$ cat src/rtl/clk_gate_ctrl_pkg.sv
`default_nettype none
// ============================================================================
// Module   : clk_gate_ctrl_pkg
// Brief    : Shared types and sizing helpers for the clock-gate sequencer.
// Revision : 1.0 - initial release
// ============================================================================
package clk_gate_ctrl_pkg;

    typedef enum logic [2:0] {
        ON        = 3'd0,
        DRAIN     = 3'd1,
        OFF       = 3'd2,
        WAKE_PEND = 3'd3,
        WAKE      = 3'd4
    } cg_state_e;

    // One counter serves both the idle hysteresis and the wake settle time.
    function automatic int cnt_width(input int idle_cycles, input int wake_cycles);
        int m;
        m = (idle_cycles > wake_cycles) ? idle_cycles : wake_cycles;
        return (m > 1) ? $clog2(m) : 1;
    endfunction

    function automatic int idx_width(input int n);
        return (n > 1) ? $clog2(n) : 1;
    endfunction

endpackage
`default_nettype wire

$ cat src/rtl/clk_gate_ctrl_fsm.sv
`default_nettype none
// ============================================================================
// Module   : clk_gate_ctrl_fsm
// Brief    : Per-domain gate/wake state machine with registered enable decode.
// Revision : 1.0 - initial release
// ============================================================================
module clk_gate_ctrl_fsm
    import clk_gate_ctrl_pkg::*;
#(
    parameter int IDLE_CYCLES = 16,
    parameter int WAKE_CYCLES = 4,
    parameter int CNT_W       = 4
) (
    input  logic      clk,
    input  logic      rst,
    input  logic      i_g,
    input  logic      i_w,
    input  logic      i_grant,
    output cg_state_e o_state,
    output logic      o_en,
    output logic      o_ready,
    output logic      o_gated
);

    localparam logic [CNT_W-1:0] c_idle_last = CNT_W'(IDLE_CYCLES - 1);
    localparam logic [CNT_W-1:0] c_wake_last = CNT_W'(WAKE_CYCLES - 1);

    cg_state_e        r_state;
    cg_state_e        w_state_nxt;
    logic [CNT_W-1:0] r_cnt;
    logic [CNT_W-1:0] w_cnt_nxt;
    logic             w_en;
    logic             w_ready;
    logic             w_gated;
    logic             r_en;
    logic             r_ready;
    logic             r_gated;

    always_ff @(posedge clk or posedge rst) begin
        if (rst) begin
            r_state <= ON;
            r_cnt   <= '0;
        end else begin
            r_state <= w_state_nxt;
            r_cnt   <= w_cnt_nxt;
        end
    end

    always_comb begin
        w_state_nxt = r_state;
        w_cnt_nxt   = r_cnt;
        case (r_state)
            ON: begin
                if (i_g) begin
                    w_state_nxt = DRAIN;
                    w_cnt_nxt   = '0;
                end
            end
            DRAIN: begin
                if (!i_g) begin
                    w_state_nxt = ON;
                    w_cnt_nxt   = '0;
                end else if (r_cnt == c_idle_last) begin
                    w_state_nxt = OFF;
                    w_cnt_nxt   = '0;
                end else begin
                    w_cnt_nxt = r_cnt + CNT_W'(1);
                end
            end
            OFF: begin
                if (i_w) begin
                    w_state_nxt = WAKE_PEND;
                end
            end
            WAKE_PEND: begin
                // A grant wins even if the request has just dropped.
                if (i_grant) begin
                    w_state_nxt = WAKE;
                    w_cnt_nxt   = '0;
                end else if (!i_w) begin
                    w_state_nxt = OFF;
                end
            end
            WAKE: begin
                if (r_cnt == c_wake_last) begin
                    w_state_nxt = ON;
                    w_cnt_nxt   = '0;
                end else begin
                    w_cnt_nxt = r_cnt + CNT_W'(1);
                end
            end
            default: begin
                w_state_nxt = ON;
                w_cnt_nxt   = '0;
            end
        endcase
    end

    always_comb begin
        w_en    = 1'b0;
        w_ready = 1'b0;
        w_gated = 1'b0;
        case (r_state)
            ON, DRAIN: begin
                w_en    = 1'b1;
                w_ready = 1'b1;
            end
            OFF, WAKE_PEND: begin
                w_gated = 1'b1;
            end
            WAKE: begin
                w_en = 1'b1;
            end
            default: begin
                w_en    = 1'b1;
                w_ready = 1'b1;
            end
        endcase
    end

    // Glitch-free enable into the gating cell: decode is registered.
    always_ff @(posedge clk or posedge rst) begin
        if (rst) begin
            r_en    <= 1'b1;
            r_ready <= 1'b1;
            r_gated <= 1'b0;
        end else begin
            r_en    <= w_en;
            r_ready <= w_ready;
            r_gated <= w_gated;
        end
    end

    assign o_state = r_state;
    assign o_en    = r_en;
    assign o_ready = r_ready;
    assign o_gated = r_gated;

endmodule
`default_nettype wire

$ cat src/rtl/clk_gate_ctrl.sv
`default_nettype none
// ============================================================================
// Module   : clk_gate_ctrl
// Brief    : Per-domain clock-gate sequencer with rate-limited round-robin wake.
// Revision : 1.0 - initial release
// ============================================================================
module clk_gate_ctrl
    import clk_gate_ctrl_pkg::*;
#(
    parameter int N_DOMAINS   = 4,
    parameter int IDLE_CYCLES = 16,
    parameter int WAKE_CYCLES = 4,
    parameter int MAX_WAKE    = 1
) (
    input  logic                 clk_i,
    input  logic                 rst_i,
    input  logic                 test_en_i,
    input  logic [N_DOMAINS-1:0] autogate_i,
    input  logic [N_DOMAINS-1:0] idle_i,
    input  logic [N_DOMAINS-1:0] req_i,
    output logic [N_DOMAINS-1:0] en_o,
    output logic [N_DOMAINS-1:0] ready_o,
    output logic [N_DOMAINS-1:0] gated_o
);

    localparam int c_cnt_w = cnt_width(IDLE_CYCLES, WAKE_CYCLES);
    localparam int c_idx_w = idx_width(N_DOMAINS);

    logic [N_DOMAINS-1:0] w_g;
    logic [N_DOMAINS-1:0] w_w;
    logic [N_DOMAINS-1:0] w_pend;
    logic [N_DOMAINS-1:0] w_grant;
    cg_state_e            w_state [N_DOMAINS];
    int                   w_active;
    logic [c_idx_w-1:0]   r_rr;
    logic [c_idx_w-1:0]   w_rr_nxt;

    assign w_g = autogate_i & idle_i & ~req_i & {N_DOMAINS{~test_en_i}};
    assign w_w = req_i | ~autogate_i | {N_DOMAINS{test_en_i}};

    // Slot usage comes from the state registers, so a domain leaving WAKE
    // only frees its slot for the following cycle's grant.
    always_comb begin
        w_active = 0;
        w_pend   = '0;
        for (int i = 0; i < N_DOMAINS; i++) begin
            w_pend[i] = (w_state[i] == WAKE_PEND);
            if (w_state[i] == WAKE) begin
                w_active = w_active + 1;
            end
        end
    end

    always_comb begin : p_arb
        int                 n_gr;
        int                 free;
        logic [c_idx_w-1:0] idx;
        w_grant  = '0;
        w_rr_nxt = r_rr;
        n_gr     = 0;
        free     = MAX_WAKE - w_active;
        idx      = '0;
        for (int i = 0; i < N_DOMAINS; i++) begin
            idx = c_idx_w'((int'(r_rr) + i) % N_DOMAINS);
            if (w_pend[idx] && (n_gr < free)) begin
                w_grant[idx] = 1'b1;
                n_gr         = n_gr + 1;
                w_rr_nxt     = c_idx_w'((int'(idx) + 1) % N_DOMAINS);
            end
        end
    end

    always_ff @(posedge clk_i or posedge rst_i) begin
        if (rst_i) begin
            r_rr <= '0;
        end else begin
            r_rr <= w_rr_nxt;
        end
    end

    for (genvar gi = 0; gi < N_DOMAINS; gi++) begin : g_dom
        clk_gate_ctrl_fsm #(
            .IDLE_CYCLES (IDLE_CYCLES),
            .WAKE_CYCLES (WAKE_CYCLES),
            .CNT_W       (c_cnt_w)
        ) u_fsm (
            .clk     (clk_i),
            .rst     (rst_i),
            .i_g     (w_g[gi]),
            .i_w     (w_w[gi]),
            .i_grant (w_grant[gi]),
            .o_state (w_state[gi]),
            .o_en    (en_o[gi]),
            .o_ready (ready_o[gi]),
            .o_gated (gated_o[gi])
        );
    end

endmodule
`default_nettype wire

$ cat config.mk
export PLATFORM = sky130hd
export DESIGN_NAME = clk_gate_ctrl
export DESIGN_NICKNAME = d
export VERILOG_FILES = /design/src/rtl/clk_gate_ctrl_pkg.sv /design/src/rtl/clk_gate_ctrl_fsm.sv /design/src/rtl/clk_gate_ctrl.sv
export SDC_FILE = /design/constraint.sdc
export NUM_CORES = 1
export LEC_CHECK = 0
export CAP_MARGIN = 10
export CELL_PAD_IN_SITES_DETAIL_PLACEMENT = 0
export CELL_PAD_IN_SITES_GLOBAL_PLACEMENT = 1
export CORE_UTILIZATION = 48
export DETAILED_ROUTE_END_ITERATION = 7
export PLACE_DENSITY_LB_ADDON = 0.1
export SYNTH_ARGS = -nofsm -noshare
export SYNTH_HDL_FRONTEND = slang
export SYNTH_SLANG_ARGS = --single-unit
$ cat constraint.sdc
create_clock -name clk_i -period 10.2 [get_ports clk_i]
set_input_delay 2.04 -clock clk_i [delete_from_list [all_inputs] [get_ports clk_i]]
set_output_delay 2.04 -clock clk_i [all_outputs]
set_load 0.02 [all_outputs]
## Word-level counts from Yosys, hierarchy flattened

Index checks and enable logic that the tools add are counted.
Widths: inputs -> output; s select.

| word-level totals | value |
|---|---|
| flip-flop bits (word level) | 42 |
| output and inout port bits | 12 |
| logic and storage cells | 240 |

| operators by class | value |
|---|---|
| $add $sub $neg | 16 |
| magnitude comparators | 12 |
| equal/unequal tests | 48 |
| multiplexer cells | 99 |
| bitwise operators | 15 |
| reduce and logical (&&, ||, !) cells | 29 |

Operators with widths:

| kind | count |
|---|---|
| $add 32x2->32 const B | 5 |
| $mux 32 | 5 |
| $lt 32x32->1 | 3 |
| $mux 4 | 24 |
| $mux 3 | 28 |
| $pmux 4 s5 | 4 |
| $pmux 3 s5 | 4 |
| $lt 1x32->1 const A | 1 |
| $sub 2x32->32 const A | 1 |
| $eq 3x2->1 const B | 8 |
| $ne 3x2->1 const B | 8 |
| $mux 1 | 22 |
| $or 4x4->4 | 5 |
| $reduce_and 5->1 | 4 |
| $add 4x1->4 const B | 4 |
| $eq 4x2->1 const B | 4 |
| $eq 4x4->1 const B | 4 |
| $ne 2x1->1 const B | 8 |
| $ne 2x2->1 const B | 8 |
| $and 4x4->4 | 3 |
| $eq 3x1->1 const B | 4 |
| $eq 3x3->1 const B | 4 |
| $logic_not 3->1 | 4 |
| $lt 2x3->1 const B | 4 |
| other kinds (13) | 50 |

## Depth between registers and ports, before layout

| logic depth | value |
|---|---|
| depth in word-level cells | 23 |
| depth in mapped cells | 29 |
| gate-level depth less buffers | 27 |

## Modules after synthesis

A second synthesis with hierarchy kept.

| unflattened totals | value |
|---|---|
| cell total of the unflattened synthesis | 352 |
| area total of the unflattened synthesis | 3196.8 um^2 |

By module, submodules not included:

| module | instances | cells each | area an instance (um^2) | sequential area each (um^2) |
|---|---|---|---|---|
| clk_gate_ctrl_fsm | 4 | 59 | 563.0 | 252.7 |
| clk_gate_ctrl | 1 | 116 | 944.7 | 50.0 |

## Least setup slack after synthesis

OpenSTA, ideal clock, no wires.

| timing | value |
|---|---|
| kind | register to register |
| start | register g_dom[0].u_fsm.r_state[2] |
| end | register g_dom[1].u_fsm.r_cnt[3] |
| setup time | 0.095 ns |
| arrival | 6.751 ns |
| setup slack | 3.354 ns |
| cell stages (with the launch flop) | 30 |
| path through | dfrtp_1 -> clkbuf_1 -> nor3b_1 -> ha_1 -> xnor2_1 -> inv_1 -> ha_1 -> nand2_1 -> o21ai_0 -> inv_1 -> ha_1 -> ha_1 -> or4_4 -> or3_1 -> and3_4 -> buf_6 -> ha_1 -> ha_1 -> or3_1 -> a31o_2 -> nand2_1 -> o21ai_0 -> ha_1 -> o21ai_0 -> a21oi_1 -> nand3_1 -> and2_1 -> o21ai_0 -> a21boi_2 -> o32ai_2 |

| on the way | value |
|---|---|
| cells in the longest elaborated chain, start to end | 23 |
| elaborated cells between the ends (all ways) | 40 |
| classes of those cells | add/sub (6); order compare (4); eq/ne (3); mux (19); bitwise (3); reduce/logical (5) |

Ends and longest elaborated chain:

| what | line | RTL |
|---|---|---|
| start: declaration | clk_gate_ctrl_fsm.sv:28 | `cg_state_e r_state;` |
| start signal: assignment | clk_gate_ctrl_fsm.sv:44 | `r_state <= w_state_nxt;` |
| $eq 3x3->1 | clk_gate_ctrl.sv:48 | `if (w_state[i] == WAKE) begin` |
| $mux 1 | clk_gate_ctrl.sv:48 |  |
| $add 32x2->32 | clk_gate_ctrl.sv:49 | `w_active = w_active + 1;` |
| $mux 32 | clk_gate_ctrl.sv:48 |  |
| $add 32x2->32 | clk_gate_ctrl.sv:49 |  |
| $mux 32 | clk_gate_ctrl.sv:48 |  |
| $add 32x2->32 | clk_gate_ctrl.sv:49 |  |
| $mux 32 | clk_gate_ctrl.sv:48 |  |
| [7 not listed] | - |  |
| $lt 32x32->1 | clk_gate_ctrl.sv:65 | `if (w_pend[idx] && (n_gr < free)) begin` |
| $logic_and 1x1->1 | clk_gate_ctrl.sv:65 |  |
| $mux 32 | clk_gate_ctrl.sv:65 |  |
| $lt 32x32->1 | clk_gate_ctrl.sv:65 |  |
| $logic_and 1x1->1 | clk_gate_ctrl.sv:65 |  |
| $mux 4 * | clk_gate_ctrl.sv:65 |  |
| $ne 2x1->1 (no line) * | - |  |
| $reduce_and 3->1 (no line) * | - |  |
| end signal: assignment | clk_gate_ctrl_fsm.sv:45 | `r_cnt <= w_cnt_nxt;` |
| end: declaration | clk_gate_ctrl_fsm.sv:30 | `logic [CNT_W-1:0] r_cnt;` |

Every way passes the cells marked *; elsewhere a longest branch is shown, timed or not. The select of a mux whose other input is x is not followed.
A chain may end at the register's enable or synchronous reset.

## Final worst setup path

| timing | value |
|---|---|
| start | register g_dom[1].u_fsm.r_state[0] |
| end | register g_dom[1].u_fsm.r_cnt[3] |

| on the way | value |
|---|---|
| cells in the longest elaborated chain, start to end | 21 |
| elaborated cells between the ends (all ways) | 44 |
| classes of those cells | add/sub (5); order compare (4); eq/ne (6); mux (19); bitwise (4); reduce/logical (6) |

Ends and longest elaborated chain:

| what | line | RTL |
|---|---|---|
| start: declaration | clk_gate_ctrl_fsm.sv:28 |  |
| start signal: assignment | clk_gate_ctrl_fsm.sv:44 |  |
| $eq 3x3->1 | clk_gate_ctrl_fsm.sv:52, clk_gate_ctrl.sv:48 |  |
| $mux 32 | clk_gate_ctrl.sv:48 |  |
| $add 32x2->32 | clk_gate_ctrl.sv:49 |  |
| $mux 32 | clk_gate_ctrl.sv:48 |  |
| $add 32x2->32 | clk_gate_ctrl.sv:49 |  |
| $mux 32 | clk_gate_ctrl.sv:48 |  |
| $sub 2x32->32 | clk_gate_ctrl.sv:61 | `free = MAX_WAKE - w_active;` |
| $lt 1x32->1 | clk_gate_ctrl.sv:65 |  |
| [5 not listed] | - |  |
| $lt 32x32->1 | clk_gate_ctrl.sv:65 |  |
| $logic_and 1x1->1 | clk_gate_ctrl.sv:65 |  |
| $mux 32 | clk_gate_ctrl.sv:65 |  |
| $lt 32x32->1 | clk_gate_ctrl.sv:65 |  |
| $logic_and 1x1->1 | clk_gate_ctrl.sv:65 |  |
| $mux 4 | clk_gate_ctrl.sv:65 |  |
| $ne 2x1->1 (no line) | - |  |
| $reduce_and 3->1 (no line) | - |  |

Parallel ways exist; a longest one is shown, timed or not. The select of a mux whose other input is x is not followed.

==> impl_metrics.tcl <==
set metrics [dict create \
    io_pins 27 \
    syn_avg_cell_area_um2 8.55 \
    firstDrtPassIters 5 \
    ys_types 63 \
    p_leak_nw 1.47 \
    yosysTopAreaCell "dfrtp_1" \
    worstMarginPinSlew_ns 0.985 \
    cts_buffers 5 \
    cap_violations 0 \
    critical_path_class "register to register" \
    cts-root-buf "clkbuf_8" \
    postCtsSetupBuffers 0 \
    yosysWarningCount 0 \
    remaining_drc_errors 0 \
    viasPerCell 5.89 \
    worstSetupStartpointType "register" \
    skew_ns 0.00756 \
    synth_area_leaders "dfrtp_1, ha_1, dfstp_2" \
    fin_crit_sh_pct 74.6 \
    ir_drop_uv 115 \
    die_w_um 82.7 \
    hold_class "register to register" \
    status "complete, no violations" \
    vias 2675 \
    clk_pin_slew_ns 0.09 \
    postSynthCellCount 366 \
    cp-end-kind "register" \
    layout.nets 410 \
    initial_core_util_pct 49.6 \
    r2r_cells 27 \
    slew_headroom_pct 34.3 \
    crit_required_ns 10.41 \
    max_freq_mhz 131 \
    cts_hold_buffers 0 \
    clkLatencyLatePin_ns 0.29 \
    final_cell_mix "nor2_1, dfrtp_1, o21ai_0" \
    powerDensity_mw_per_mm2 237 \
    synth_edf_count 0 \
    synth_seq_cells 42 \
    syn_nets 400 \
    synth_area_mm2 0.00313 \
    seq_area_frac_synth_pct 33.9 \
    grt_pass1_vias 2358 \
    fp.coreArea_mm2 0.00631 \
    critPathMaxFanout 12 \
    wirelength_um 7070 \
    dp.cells 446 \
    hold_path_depth 1 \
    hold_ws_ns 0.515 \
    antenna_cells 0 \
    grt_pass1_wl_um 11600 \
    antenna_found_initial 0 \
    tns_ns 0 \
    rsz0062_at_grt "no" \
    drt_iter0_drc 210 \
    arrival_ns 7.82 \
    grt_usage_pct 22.3 \
    finalSetupViolations 0 \
    dp_hpwl_um 5270 \
    chipHeight_um 82.7 \
    fin_ws_ns 2.59 \
    area_growth_pct 10.0 \
    synthArstFlopShare_pct 100 \
    synth_top_area_share_pct 27.2 \
    htreeDepth 2 \
    cts_tree "built" \
    mostFrequentLayoutCell "nor2_1" \
    final_cells 454 \
    post-place-ws_ns 2.71 \
    cts.sinks 42 \
    post_cts_resized 0 \
    grt_max_degree 43 \
    grt_remaining_overflow 0 \
    routedWlPerCell_um 15.6 \
    gp_congestion 0.887 \
    cts_buffer_depth 2 \
    rows 29 \
    postRouteAntennaNets 0 \
    ys.flop_type "dfrtp_1" \
    drive_gt1_share_pct 9.02 \
    dieArea_mm2 0.00685 \
    portBuffers 26 \
    period_needed_ns 7.61 \
    hold_viol 0 \
    final-max-slew-violation-count 0 \
]
## synth_stat cells, types with 3 or more instances
master / number
a211oi_1: 4
a21o_1: 4
a21oi_1: 18
a222oi_1: 4
a22o_1: 3
a31oi_1: 13
a32o_1: 3
and2_1: 5
and3b_1: 4
and4_1: 3
buf_4: 13
clkbuf_1: 10
dfrtp_1: 34
dfstp_2: 8
ha_1: 19
inv_1: 20
mux2i_1: 4
nand2_1: 30
nand2b_1: 6
nand3_1: 12
nor2_1: 36
nor2b_1: 4
nor3_1: 13
nor3b_1: 5
nor4b_1: 3
o21ai_0: 32
o31ai_1: 5
xnor2_1: 4
## cell families (layout without fill, tap and decap cells)
kind of cell / Yosys count / after routing / synth area share [%]
xor+xnor: 5 / 5 / 1.40
compound gates: 112 / 112 / 24.2
buf+inv: 47 / 58 / 7.76
mux: 6 / 6 / 2.72
fa+ha+maj: 19 / 19 / 7.60
other cells: 1 / 1 / 0.120
flops: 42 / 42 / 33.9
simple gates: 134 / 134 / 22.3
## layout make-up
class / count / area, um^2
Clock buffer: 6 / 82.6
Clock inverter: 2 / 12.5
Fill cell: 600 / 2870
Inverter: 20 / 75.1
Multi-Input combinational cell: 277 / 1830
Sequential cell: 42 / 1060
Tap cell: 77 / 96.3
Timing Repair Buffer: 30 / 290
## critical path, stage by stage (launching register included)
cell,delay (ns)
dfrtp_1,0.49
nor3b_1,0.56
buf_4,0.24
ha_1,0.25
xnor2_1,0.33
inv_1,0.08
ha_1,0.28
nand2_1,0.05
o21ai_0,0.18
inv_1,0.22
ha_1,0.18
ha_1,0.25
or4_4,0.54
or3_1,0.34
and3_4,0.22
ha_1,0.22
ha_1,0.23
or3_1,0.37
a31oi_1,0.41
and3_1,0.23
ha_1,0.12
o21ai_0,0.08
a21oi_1,0.17
nand3_1,0.14
and2_1,0.21
o21ai_0,0.62
a21boi_2,0.21
o32ai_2,0.30
## per-stage QoR
stage	utilization [%]	cell area, um^2	total power (W)
6_report	54.5	3440	0.000815
3_3_place_gp	53.0	3350	0.000699
4_1_cts	54.5	3440	0.000817
2_1_floorplan	-	3130	0.000613
5_1_grt	54.5	3440	0.000886
3_5_place_dp	53.0	3350	0.000700
## final timing paths
check                                          startpoint                 endpoint  slack, ns
max in group asynchronous                           rst_i      g_dom[3].u_fsm.o_en       7.63
worst max register to register  g_dom[1].u_fsm.o_state[0]  g_dom[1].u_fsm.r_cnt[3]       2.59
worst min register to register    g_dom[3].u_fsm.r_cnt[0]  g_dom[3].u_fsm.r_cnt[0]       0.51
worst min-delay path              g_dom[3].u_fsm.r_cnt[0]  g_dom[3].u_fsm.r_cnt[0]       0.51
min in group asynchronous                           rst_i  g_dom[1].u_fsm.r_cnt[0]       2.16
worst max-delay path            g_dom[1].u_fsm.o_state[0]  g_dom[1].u_fsm.r_cnt[3]       2.59
## report_power, final
group          switching, W  leakage, nW  total [W]  internal [W]
Sequential        0.0000622        0.533   0.000293      0.000231
Clock             0.0000586       0.0472   0.000113     0.0000545
Combinational      0.000233        0.891   0.000409      0.000176
Total              0.000354         1.47   0.000815      0.000461
## flip-flops by register name (all words and copies together), names as in the netlist
register	count
g_dom.u_fsm.o_ready	4
g_dom.u_fsm.o_gated	4
g_dom.u_fsm.o_state	12
g_dom.u_fsm.o_en	4
g_dom.u_fsm.r_cnt	16
r_rr	2
## metal layers
layer / wire [um] / up-vias / global-route usage, %
met4: 44 / 0 / 4.83
met3: 207 / 4 / 2.97
li1: - / 1339 / -
met5: 0 / - / 0
met1: 3620 / 1281 / 31.4
met2: 3200 / 51 / 36.4
No activity file was read; power rests on OpenSTA's default activity.
